[src/rtl/game_pkg.sv]
// Shared types and constants for the game state controller.
// Optional feature macro: GAME_PAUSE_EN adds the PAUSED state.
package game_pkg;

  typedef enum logic [2:0] {
    ST_WELCOME   = 3'd0,
    ST_PLAY      = 3'd1,
    ST_HIT_PAUSE = 3'd2,
    ST_GAME_OVER = 3'd3,
    ST_WIN       = 3'd4
`ifdef GAME_PAUSE_EN
    , ST_PAUSED  = 3'd5
`endif
  } state_t;

  // Background drawer encodings
  localparam logic [1:0] BG_WELCOME  = 2'b00;
  localparam logic [1:0] BG_PLAY     = 2'b01;
  localparam logic [1:0] BG_GAMEOVER = 2'b10;
  localparam logic [1:0] BG_WIN      = 2'b11;

  // Default parameter values
  localparam int LIVES_INIT_DEF      = 3;
  localparam int NUM_LEVELS_DEF      = 4;
  localparam int HIT_HOLD_FRAMES_DEF = 60;
  localparam int END_FRAMES_DEF      = 180;

  // Background selection for a given state; PAUSED and HIT_PAUSE keep the play field
  function automatic logic [1:0] bg_of(input state_t s);
    logic [1:0] bg;
    bg = BG_WELCOME;
    case (s)
      ST_WELCOME:   bg = BG_WELCOME;
      ST_PLAY:      bg = BG_PLAY;
      ST_HIT_PAUSE: bg = BG_PLAY;
      ST_GAME_OVER: bg = BG_GAMEOVER;
      ST_WIN:       bg = BG_WIN;
`ifdef GAME_PAUSE_EN
      ST_PAUSED:    bg = BG_PLAY;
`endif
      default:      bg = BG_WELCOME;
    endcase
    return bg;
  endfunction

endpackage

[src/rtl/key_edge_detect.sv]
// Two-flop synchronizer for an asynchronous key level, followed by a
// one-clock rising-edge pulse.
module key_edge_detect (
  input  logic clk,
  input  logic reset,
  input  logic i_key,
  output logic o_rise
);

  logic r_sync1;
  logic r_sync2;
  logic r_prev;

  // Synchronize the key and keep one delayed copy for edge detection
  always_ff @(posedge clk or posedge reset) begin
    if (reset) begin
      r_sync1 <= 1'b0;
      r_sync2 <= 1'b0;
      r_prev  <= 1'b0;
    end else begin
      r_sync1 <= i_key;
      r_sync2 <= r_sync1;
      r_prev  <= r_sync2;
    end
  end

  assign o_rise = r_sync2 & ~r_prev;

endmodule

[src/rtl/game_state_ctrl.sv]
// Game flow controller: welcome / play / hit pause / game over / win,
// tracking lives and level. Define GAME_PAUSE_EN to add keyPause/paused
// and a PAUSED state reachable only from PLAY.
module game_state_ctrl
  import game_pkg::*;
#(
  parameter int LIVES_INIT      = LIVES_INIT_DEF,
  parameter int NUM_LEVELS      = NUM_LEVELS_DEF,
  parameter int HIT_HOLD_FRAMES = HIT_HOLD_FRAMES_DEF,
  parameter int END_FRAMES      = END_FRAMES_DEF
) (
  input  logic       clk,
  input  logic       reset,
  input  logic       startOfFrame,
  input  logic       keyStart,
  input  logic       playerHit,
  input  logic       levelCleared,
  output logic [1:0] bgState,
  output logic [1:0] lives,
  output logic [2:0] level,
  output logic       newLevel,
  output logic       inPlay
`ifdef GAME_PAUSE_EN
  ,
  input  logic       keyPause,
  output logic       paused
`endif
);

  localparam logic [1:0] LIVES_LOAD = 2'(LIVES_INIT);
  localparam logic [2:0] LAST_LEVEL = 3'(NUM_LEVELS - 1);
  localparam logic [8:0] HIT_TARGET = 9'(HIT_HOLD_FRAMES);
  localparam logic [8:0] END_TARGET = 9'(END_FRAMES);

  state_t     r_state;
  logic [1:0] r_lives;
  logic [2:0] r_level;
  logic       r_new_level;
  logic [1:0] r_bg;
  logic       r_in_play;
  logic [7:0] r_frame_cnt;

  state_t     w_state_next;
  logic [1:0] w_lives_next;
  logic [2:0] w_level_next;
  logic       w_new_level_next;
  logic [7:0] w_cnt_next;
  logic [8:0] w_cnt_inc;
  logic       w_hit_done;
  logic       w_end_done;
  logic       w_start_rise;

  key_edge_detect u_start_key (
    .clk    (clk),
    .reset  (reset),
    .i_key  (keyStart),
    .o_rise (w_start_rise)
  );

`ifdef GAME_PAUSE_EN
  logic w_pause_rise;
  logic r_paused;

  key_edge_detect u_pause_key (
    .clk    (clk),
    .reset  (reset),
    .i_key  (keyPause),
    .o_rise (w_pause_rise)
  );
`endif

  // Frame count including the current pulse, widened so the compare cannot wrap
  assign w_cnt_inc  = {1'b0, r_frame_cnt} + 9'd1;
  assign w_hit_done = startOfFrame && (w_cnt_inc >= HIT_TARGET);
  assign w_end_done = startOfFrame && (w_cnt_inc >= END_TARGET);

  // Next-state, lives/level updates and saturating frame counter
  always_comb begin
    w_state_next     = r_state;
    w_lives_next     = r_lives;
    w_level_next     = r_level;
    w_new_level_next = 1'b0;
    w_cnt_next       = r_frame_cnt;
    if (startOfFrame && (r_frame_cnt != 8'hFF)) begin
      w_cnt_next = r_frame_cnt + 8'd1;
    end

    case (r_state)
      ST_WELCOME: begin
        if (w_start_rise) begin
          w_state_next     = ST_PLAY;
          w_lives_next     = LIVES_LOAD;
          w_level_next     = '0;
          w_new_level_next = 1'b1;
        end
      end

      ST_PLAY: begin
`ifdef GAME_PAUSE_EN
        if (w_pause_rise) begin
          w_state_next = ST_PAUSED;
        end else
`endif
        if (playerHit) begin
          // A hit wins over a simultaneous level clear; the clear is lost
          if (r_lives <= 2'd1) begin
            w_lives_next = '0;
            w_state_next = ST_GAME_OVER;
          end else begin
            w_lives_next = r_lives - 2'd1;
            w_state_next = ST_HIT_PAUSE;
          end
        end else if (levelCleared) begin
          if (r_level >= LAST_LEVEL) begin
            w_state_next = ST_WIN;
          end else begin
            w_level_next     = r_level + 3'd1;
            w_new_level_next = 1'b1;
          end
        end
      end

      ST_HIT_PAUSE: begin
        if (w_hit_done) begin
          w_state_next = ST_PLAY;
        end
      end

      ST_GAME_OVER, ST_WIN: begin
        if (w_start_rise || w_end_done) begin
          w_state_next = ST_WELCOME;
        end
      end

`ifdef GAME_PAUSE_EN
      ST_PAUSED: begin
        if (w_pause_rise) begin
          w_state_next = ST_PLAY;
        end
      end
`endif

      default: begin
        w_state_next = ST_WELCOME;
      end
    endcase

    if (w_state_next != r_state) begin
      w_cnt_next = '0;
    end
  end

  // State register with registered outputs derived from the next state
  always_ff @(posedge clk or posedge reset) begin
    if (reset) begin
      r_state     <= ST_WELCOME;
      r_lives     <= '0;
      r_level     <= '0;
      r_new_level <= 1'b0;
      r_bg        <= BG_WELCOME;
      r_in_play   <= 1'b0;
      r_frame_cnt <= '0;
    end else begin
      r_state     <= w_state_next;
      r_lives     <= w_lives_next;
      r_level     <= w_level_next;
      r_new_level <= w_new_level_next;
      r_bg        <= bg_of(w_state_next);
      r_in_play   <= (w_state_next == ST_PLAY);
      r_frame_cnt <= w_cnt_next;
    end
  end

`ifdef GAME_PAUSE_EN
  // Registered pause indicator
  always_ff @(posedge clk or posedge reset) begin
    if (reset) begin
      r_paused <= 1'b0;
    end else begin
      r_paused <= (w_state_next == ST_PAUSED);
    end
  end

  assign paused = r_paused;
`endif

  assign bgState  = r_bg;
  assign lives    = r_lives;
  assign level    = r_level;
  assign newLevel = r_new_level;
  assign inPlay   = r_in_play;

endmodule

[config.mk]
export PLATFORM = sky130hd
export DESIGN_NAME = game_state_ctrl
export DESIGN_NICKNAME = d
export VERILOG_FILES = /design/src/rtl/game_pkg.sv /design/src/rtl/key_edge_detect.sv /design/src/rtl/game_state_ctrl.sv
export SDC_FILE = /design/constraint.sdc
export NUM_CORES = 1
export LEC_CHECK = 0
export CORE_ASPECT_RATIO = 0.5
export CORE_UTILIZATION = 40
export CTS_BUF_LIST = sky130_fd_sc_hd__clkbuf_4 sky130_fd_sc_hd__clkbuf_8
export DETAILED_ROUTE_END_ITERATION = 10
export GPL_ROUTABILITY_DRIVEN = 0
export PLACE_DENSITY = 0.56
export SLEW_MARGIN = 20
export SYNTH_ARGS = -nofsm -noshare
export SYNTH_HDL_FRONTEND = slang
export SYNTH_SLANG_ARGS = --single-unit
[constraint.sdc]
create_clock -name clk -period 4.3 [get_ports clk]
set_input_delay 0.86 -clock clk [delete_from_list [all_inputs] [get_ports clk]]
set_output_delay 0.86 -clock clk [all_outputs]
set_load 0.02 [all_outputs]
==> summary.md, run 1 <==
| Metric | Value |
|---|---|
| Mapped Cells | 139 |
| Switching power share of the total | 0.382 |
| Number of global-route vias before repair | just over 900 |
| Via count | 1048 |
| Share of final-layout standard cells stronger than drive strength 1 | 0.133 |
| Setup Buffers After CTS | 0 |
| Most common flop cell mapped by yosys | sky130_fd_sc_hd__dfrtp_1 |
| Relative max-transition margin | 0.432 |
| Number of fill cells in the layout | between 200 and 300 |
| Count of unique library cells instantiated by Yosys | 55 |
| Final worst slack | ~1.8 ns |
| Setup violations, final | 0 |
| Fraction of power consumed by the clock network | 0.176 |
| Number of clock buffers inserted by TritonCTS | 3 |
| Later-pin clock latency in the skew report | 0.26 ns |
| Launching element of the worst setup path | playerHit |
| Slew @ Worst Pin | 0.852 ns |
| Switching power of the nets | about 0.29 mW |
| Register-to-Register Path Depth | 7 |
| Mean post-synth cell area | between 10 and 15 um2 |
| Worst slack after detailed placement | roughly 1.5 ns |
| Cell types with the largest area share after synthesis | sky130_fd_sc_hd__dfrtp_1 (41%), sky130_fd_sc_hd__a211oi_1 (5.4%), sky130_fd_sc_hd__ha_1 (3.6%) |
| Count of input and output buffers | 14 |
| Number of optimization iterations in the first detailed-route pass | 4 |
| Yosys warns | 0 |
| Congestion Overflow GR | 0 |
| Area overhead of the layout relative to synthesis | 13.7% |
| R2r setup slk | roughly 1.8 ns |
| Leakage Power | 0.637 nW |
| Clock Pin Slew Worst Setup and Hold Paths | approximately 0.08 ns |
| H-Tree Depth | 1 |
| Maximum frequency from static timing analysis | 396 MHz |
| Relative contribution of combinational cells to total power | 0.402 |
| Reg2reg end | r_frame_cnt[0]$_DFFE_PP0P_ |
| Post-detail-place hpwl | between 1500 and 2000 um |
| Fin Setup TNS | 0 ns |
| Post-Route WL | between 2000 and 3000 um |
| Worst endpoint data arrival time | ~2.7 ns |
| Max-cap violations | 0 |
| Total Power | approximately 0.77 mW |
| FF-to-FF Start | r_frame_cnt[0]$_DFFE_PP0P_ |
| Netlist area before placement | roughly 0.0014 mm2 |
| Number of hold violations in the final report | 0 |
| Clock tree from TritonCTS | built |
| Number of instances resized during post-cts repair | 0 |
| Internal power | between 0.4 and 0.5 mW |
| Cell at the root of the clock tree | sky130_fd_sc_hd__clkbuf_8 |
| Path class of the lowest-slack min-delay path | reg2reg |
| Clock Sink Count | 23 |
| Buffer levels on the longest clock path | 2 |
| Final clock period utilization by the worst path | 0.587 |
| FFs w/ async S/R, synth | 1.00 |
| Setup repair after global routing missed its margin | false |
| Maximum resistive drop on vdd | about 0.00025 V |
| IO Count | 15 |
| DRC violations left | 0 |
| Global-route wire length before repair | 4460 um |
| Number of enable-type register cells in the synthesized netlist | 0 |
| Die extent in x | between 80 and 90 um |
| Gr usage total | 0.161 |
| Post-DR vias/cell | around 5.5 |
| Setup Skew | 0.00398 ns |
| Largest fanout of any net on the critical path | 8 |
| Iteration-0 DRC Markers | 23 |
| Seq cells post-synth | 23 |
| Number of nets in the synthesized netlist | ~150 |
| Number of hold buffers added after cts | 0 |
| Count of final max-slew check failures | 0 |
| Average routed wire per standard cell | roughly 14 um |
| Post-layout util | 0.502 |
| Number of standard-cell rows in the floorplan | 14 |
| Effective utilization at floorplan | 0.442 |
| Die ar. | roughly 0.0037 mm2 |
| Run status | finished clean |
| Number of nets in the finished design | 161 |
| Setup Crit Path Kind | in2reg |
| Area inside the core boundary | around 0.0032 mm2 |
| Largest net degree at the start of global routing | 24 |
| Diode insertion count for antenna repair | 0 |
| Kind of start point of the critical path | input port |
| Routed Antenna Nets | 0 |
| Critical path capture point type | flip-flop |
| Final critical-path required period | approximately 2.5 ns |
| Worst setup path endpoint | r_frame_cnt[0]$_DFFE_PP0P_ |
| Fraction of post-synthesis cell area in the top cell type by area | 0.413 |
| Antenna violations before repair | 0 |
| Register share of total power | 0.421 |
| Die outline height | roughly 44 um |
| Proportion of synthesized chip area in sequential cells | 0.413 |
| Data required time at the worst endpoint | 4.46 ns |
| Total power divided by cell area | ~480 mW/mm2 |
| Most area-hungry cell type in the Yosys netlist | sky130_fd_sc_hd__dfrtp_1 |
[synthesized netlist by cell type, types with 2 or more instances]
master,number
sky130_fd_sc_hd__nor2_1,8
sky130_fd_sc_hd__xor2_1,3
sky130_fd_sc_hd__a31oi_1,2
sky130_fd_sc_hd__o21ai_0,7
sky130_fd_sc_hd__nand2_1,10
sky130_fd_sc_hd__mux2i_1,3
sky130_fd_sc_hd__and3_1,2
sky130_fd_sc_hd__dfrtp_1,23
sky130_fd_sc_hd__nand3b_1,4
sky130_fd_sc_hd__nor2b_1,2
sky130_fd_sc_hd__a211oi_1,10
sky130_fd_sc_hd__nand4_1,2
sky130_fd_sc_hd__nand3_2,2
sky130_fd_sc_hd__xnor2_1,2
sky130_fd_sc_hd__and2_1,2
sky130_fd_sc_hd__buf_4,3
sky130_fd_sc_hd__inv_1,5
sky130_fd_sc_hd__ha_1,4
sky130_fd_sc_hd__nand2b_1,4
sky130_fd_sc_hd__nor3_1,2
sky130_fd_sc_hd__nand3_1,3
sky130_fd_sc_hd__buf_2,2
sky130_fd_sc_hd__a21oi_1,2
[per-stage QoR]
stage                     std cells  instance area, um2  hold slack (ns)
after floorplan                 139                1390            0.331
after global placement          186                1540            0.334
after detailed placement        186                1540            0.346
after CTS                       190                1580            0.364
after global routing            190                1580            0.367
final                           190                1580            0.365
[worst min-delay path by stage]
stage	startpoint	end	cells past startpoint
finish	u_start_key.r_sync1$_DFF_PP0_	u_start_key.r_sync2$_DFF_PP0_	0
global route	u_start_key.r_sync1$_DFF_PP0_	u_start_key.r_sync2$_DFF_PP0_	0
CTS	u_start_key.r_sync1$_DFF_PP0_	u_start_key.r_sync2$_DFF_PP0_	0
detailed placement	u_start_key.r_sync1$_DFF_PP0_	u_start_key.r_sync2$_DFF_PP0_	0
global placement	u_start_key.r_sync1$_DFF_PP0_	u_start_key.r_sync2$_DFF_PP0_	0
floorplan	u_start_key.r_sync1$_DFF_PP0_	u_start_key.r_sync2$_DFF_PP0_	0
[layout make-up]
class                      count  area, um2  area share
tap                           40       50.0      0.0316
timing repair buffer          14        140      0.0885
sequential                    23        576       0.363
clock buffer                   4       48.8      0.0308
inverter                       6       22.5      0.0142
multi-input combinational    103        747       0.472
[power by group through the flow]
stage                     clock network [mW]  logic, mW  registers (mW)
after global routing                   0.151      0.341           0.332
after floorplan                            0      0.194           0.340
after CTS                              0.143      0.312           0.322
final                                  0.135      0.308           0.323
after detailed placement                   0      0.310           0.326
after global placement                     0      0.310           0.325
[cells in the final DEF (no fill, tap or decap), types with 2 or more instances in the layout]
| cell | instances |
|---|---|
| sky130_fd_sc_hd__xnor2_1 | 2 |
| sky130_fd_sc_hd__nand3_2 | 2 |
| sky130_fd_sc_hd__nor2_1 | 8 |
| sky130_fd_sc_hd__nand3b_1 | 4 |
| sky130_fd_sc_hd__dfrtp_1 | 23 |
| sky130_fd_sc_hd__a31oi_1 | 2 |
| sky130_fd_sc_hd__nand2_1 | 10 |
| sky130_fd_sc_hd__xor2_1 | 3 |
| sky130_fd_sc_hd__nand4_1 | 2 |
| sky130_fd_sc_hd__nor3_1 | 2 |
| sky130_fd_sc_hd__a21oi_1 | 2 |
| sky130_fd_sc_hd__and2_1 | 2 |
| sky130_fd_sc_hd__ha_1 | 4 |
| sky130_fd_sc_hd__and3_1 | 2 |
| sky130_fd_sc_hd__clkbuf_8 | 3 |
| sky130_fd_sc_hd__nand3_1 | 3 |
| sky130_fd_sc_hd__clkdlybuf4s50_1 | 14 |
| sky130_fd_sc_hd__inv_1 | 5 |
| sky130_fd_sc_hd__a211oi_1 | 10 |
| sky130_fd_sc_hd__nor2b_1 | 2 |
| sky130_fd_sc_hd__mux2i_1 | 3 |
| sky130_fd_sc_hd__o21ai_0 | 7 |
| sky130_fd_sc_hd__nand2b_1 | 4 |
[registers in the layout (all words and copies together), names as in the netlist]
signal,cells
r_state,3
newLevel,1
u_start_key.r_sync2,1
inPlay,1
lives,2
level,3
u_start_key.r_sync1,1
u_start_key.r_prev,1
bgState,2
r_frame_cnt,8
[metal layers]
metal / wire length (um) / GRT usage
met3: 80 / 0.0457
met4: 30 / 0.0567
met1: 1440 / 0.232
met2: 1040 / 0.232
met5: 0 / 0
[worst max-delay path, cell delays in order]
cell and delay [ns]:
sky130_fd_sc_hd__clkdlybuf4s50_1 0.46, sky130_fd_sc_hd__nor2b_1 0.19, sky130_fd_sc_hd__nand2b_1 0.13, sky130_fd_sc_hd__a31oi_1 0.25, sky130_fd_sc_hd__o31ai_2 0.16, sky130_fd_sc_hd__a211o_2 0.40, sky130_fd_sc_hd__a211oi_1 0.24
[cells by family (layout without fill, tap and decap cells)]
kind of cell               count (synthesis)  count (layout)  synth area share
adders and majority gates                  4               4            0.0359
and+or+nand+nor                           51              51             0.221
muxes                                      3               3            0.0216
buffers and inverters                     13              24            0.0503
xor gates and xnor gates                   5               5            0.0315
DFF                                       23              23             0.413
AOI/OAI and AO/OA                         40              40             0.226
(Power assumes the default switching activity.)
==> run 2, diff against run 1 <==
clock period = 2.4 ns   (was 4.3 ns; I/O delays follow)
==> run 2 against run 1 <==
Net effect: flip-flop and latch count stayed put; wire length up 8.0%; register-to-register slack lost 1.7 ns; largest power group is now combinational cells.
==> summary.md, run 2 (synthesis gave the netlist of run 1 again) <==
| Metric | Value |
|---|---|
| Final Non-Filler Cells | 197 (+3.7%) |
| Reg2reg end | r_frame_cnt[0]$_DFFE_PP0P_ |
| Count of input and output buffers | 14 (unchanged) |
| Buffer levels on the longest clock path | 2 (unchanged) |
| FF-to-FF Start | r_frame_cnt[0]$_DFFE_PP0P_ |
| Final clock period utilization by the worst path | 0.948 |
| Count of final max-slew check failures | 0 (unchanged) |
| Global-route wire length before repair | 4890 um (+9.4%) |
| Worst slack after detailed placement | -0.0530 ns (-1.54 ns) |
| Run status | finished clean |
| Number of flip-flops in the largest register | 8 (unchanged) |
| Path class of the lowest-slack min-delay path | reg2reg |
| Leakage Power | 0.669 nW (+5.0%) |
| Iteration-0 DRC Markers | 57 (+150%) |
| Total Power | 1.46 mW (+90%) |
| Post-Route WL | 2810 um (+8.0%) |
| Share of final-layout standard cells stronger than drive strength 1 | 0.210 (+0.0769) |
| Number of hold buffers added after cts | 0 (unchanged) |
| Cell at the root of the clock tree | sky130_fd_sc_hd__clkbuf_8 |
| Effective utilization at floorplan | 0.442 (unchanged) |
| Area overhead of the layout relative to synthesis | 19.5% |
| IO Count | 15 (unchanged) |
| Number of standard-cell rows in the floorplan | 14 (unchanged) |
| HP Start | u_start_key.r_sync1$_DFF_PP0_ |
| Clock tree from TritonCTS | built |
| Max-cap violations | 0 (unchanged) |
| Register-to-Register Path Depth | 7 (unchanged) |
| Post-DR vias/cell | 5.48 (-0.61%) |
| Setup repair after global routing missed its margin | true |
| Critical path's largest stage delay | 0.38 ns (-0.08 ns) |
| Number of optimization iterations in the first detailed-route pass | 4 (unchanged) |
| Number of hold violations in the final report | 0 (unchanged) |
| Total power divided by cell area | 876 mW/mm2 (+81%) |
| Clock Pin Slew Worst Setup and Hold Paths | 0.08 ns (about the same) |
| Number of global-route vias before repair | 1027 (+11%) |
| Register containing the most flip-flops in the final layout | r_frame_cnt |
| Fin Setup TNS | 0 ns (unchanged) |
| Most frequent standard cell in the layout excluding fill and tap cells | sky130_fd_sc_hd__dfrtp_1 |
| Die extent in x | 85.4 um (unchanged) |
| Setup violations, final | 0 (unchanged) |
| Kind of start point of the critical path | flip-flop |
| Library cell contributing the largest single delay on the critical path | sky130_fd_sc_hd__o31a_2 |
| DRC violations left | 0 (unchanged) |
| Count of cells along the worst hold path | 0 (unchanged) |
| Congestion Overflow GR | 0 (unchanged) |
| Gr usage total | 0.176 (+0.0158) |
| Critical path capture point type | flip-flop |
| Final worst slack | 0.126 ns (-1.65 ns) |
| Clock Sink Count | 23 (unchanged) |
| Largest net degree at the start of global routing | 24 (unchanged) |
| Capture endpoint of the worst hold path | u_start_key.r_sync2$_DFF_PP0_ |
| Via count | 1080 (+3.1%) |
| Number of nets in the finished design | 168 (+4.3%) |
| Area inside the core boundary | 0.00315 mm2 (unchanged) |
| Largest fanout of any net on the critical path | 10 (+2) |
| Setup Crit Path Kind | reg2reg |
| Die outline height | 43.7 um (unchanged) |
| Slew @ Worst Pin | 0.376 ns (-0.476 ns) |
| Maximum resistive drop on vdd | 0.000420 V (+68%) |
| Average routed wire per standard cell | 14.2 um (+4.2%) |
| Data required time at the worst endpoint | 2.57 ns (-1.89 ns) |
| Later-pin clock latency in the skew report | 0.27 ns (about the same) |
| Number of clock buffers inserted by TritonCTS | 3 (unchanged) |
| H-Tree Depth | 1 (unchanged) |
| Final critical-path required period | 2.27 ns |
| R2r setup slk | 0.13 ns (-1.67 ns) |
| Highest-count cells in the layout ignoring fill and taps | sky130_fd_sc_hd__dfrtp_1 (21), sky130_fd_sc_hd__clkdlybuf4s50_1 (14), sky130_fd_sc_hd__nand2_1 (10) |
| Setup Skew | 0.00129 ns (-0.00269 ns) |
| Hold Slack | 0.357 ns (-0.00807 ns) |
| Die ar. | 0.00374 mm2 (unchanged) |
| Maximum frequency from static timing analysis | 440 MHz |
| Relative max-transition margin | 0.749 (+0.318) |
| Routed Antenna Nets | 0 (unchanged) |
| Sequence of cells on the critical path | ha_2 -> nand3_2 -> o31a_1 -> o31a_2 -> nor3_4 -> o21ai_4 -> a211oi_1 |
| Antenna violations before repair | 0 (unchanged) |
| Diode insertion count for antenna repair | 0 (unchanged) |
| Post-detail-place hpwl | 1990 um (+3.0%) |
| Placed insts | 193 (+3.8%) |
| Worst endpoint data arrival time | 2.45 ns (-0.24 ns) |
-- run 2: cell types whose count changed in the layout (fill, tap and decap cells not counted), sizes merged --
cell and change:
buf +7
-- run 2: per-stage QoR --
step | util | cell area, um2
floorplan | - | 1390
global placement | 0.504 | 1590
detailed placement | 0.504 | 1590
CTS | 0.520 | 1640
global route | 0.528 | 1660
finish | 0.528 | 1660
-- run 2: area by class of cell --
type	instances	area [um2]
fillers	284	1490
inverters	6	22.5
clock buffers	4	48.8
flip-flops and latches	23	578
multi-input cells	103	772
repair buffers	21	193
well taps	40	50.0
-- run 2: critical path: cells and delay by family (launching register included) --
family / cells / cell delay (ns)
fa+ha+maj: 1 / 0.29
compound gates: 4 / 1.08
simple gates: 2 / 0.44
flops: 1 / 0.37
-- run 2: power by group --
| part | internal (mW) | total [mW] | switching, mW |
|---|---|---|---|
| Clock | 0.130 | 0.253 | 0.123 |
| Combinational | 0.291 | 0.648 | 0.357 |
| Sequential | 0.474 | 0.557 | 0.0828 |
-- run 2: what timing repair did --
item,in CTS,in global routing
gates cloned,0,0
hold endpoints to repair,0,0
setup endpoints to repair,1,7
setup buffers,0,0
resized for setup,1,6
-- run 2: layer usage --
layer	part of all wire	global-route usage	vias up
li1	-	-	550
met1	0.55	0.256	511
met2	0.39	0.248	14
met3	0.041	0.0457	5
met4	0.017	0.0800	0
met5	0	0	-
-- run 2: worst max path at each step --
| stage | startpoint | endpoint | slack (ns) | depth (start not counted) |
|---|---|---|---|---|
| 6_report | r_frame_cnt[0]$_DFFE_PP0P_ | r_frame_cnt[0]$_DFFE_PP0P_ | 0.13 | 7 |
| 5_1_grt | r_frame_cnt[0]$_DFFE_PP0P_ | bgState[0]$_DFF_PP0_ | -0.02 | 7 |
| 4_1_cts | r_frame_cnt[3]$_DFFE_PP0P_ | r_frame_cnt[2]$_DFFE_PP0P_ | 0.06 | 8 |
| 3_5_place_dp | playerHit | r_frame_cnt[2]$_DFFE_PP0P_ | -0.05 | 8 |
| 3_3_place_gp | playerHit | r_frame_cnt[2]$_DFFE_PP0P_ | -0.004 | 8 |
| 2_1_floorplan | r_frame_cnt[0]$_DFFE_PP0P_ | bgState[1]$_DFF_PP0_ | 0.16 | 9 |
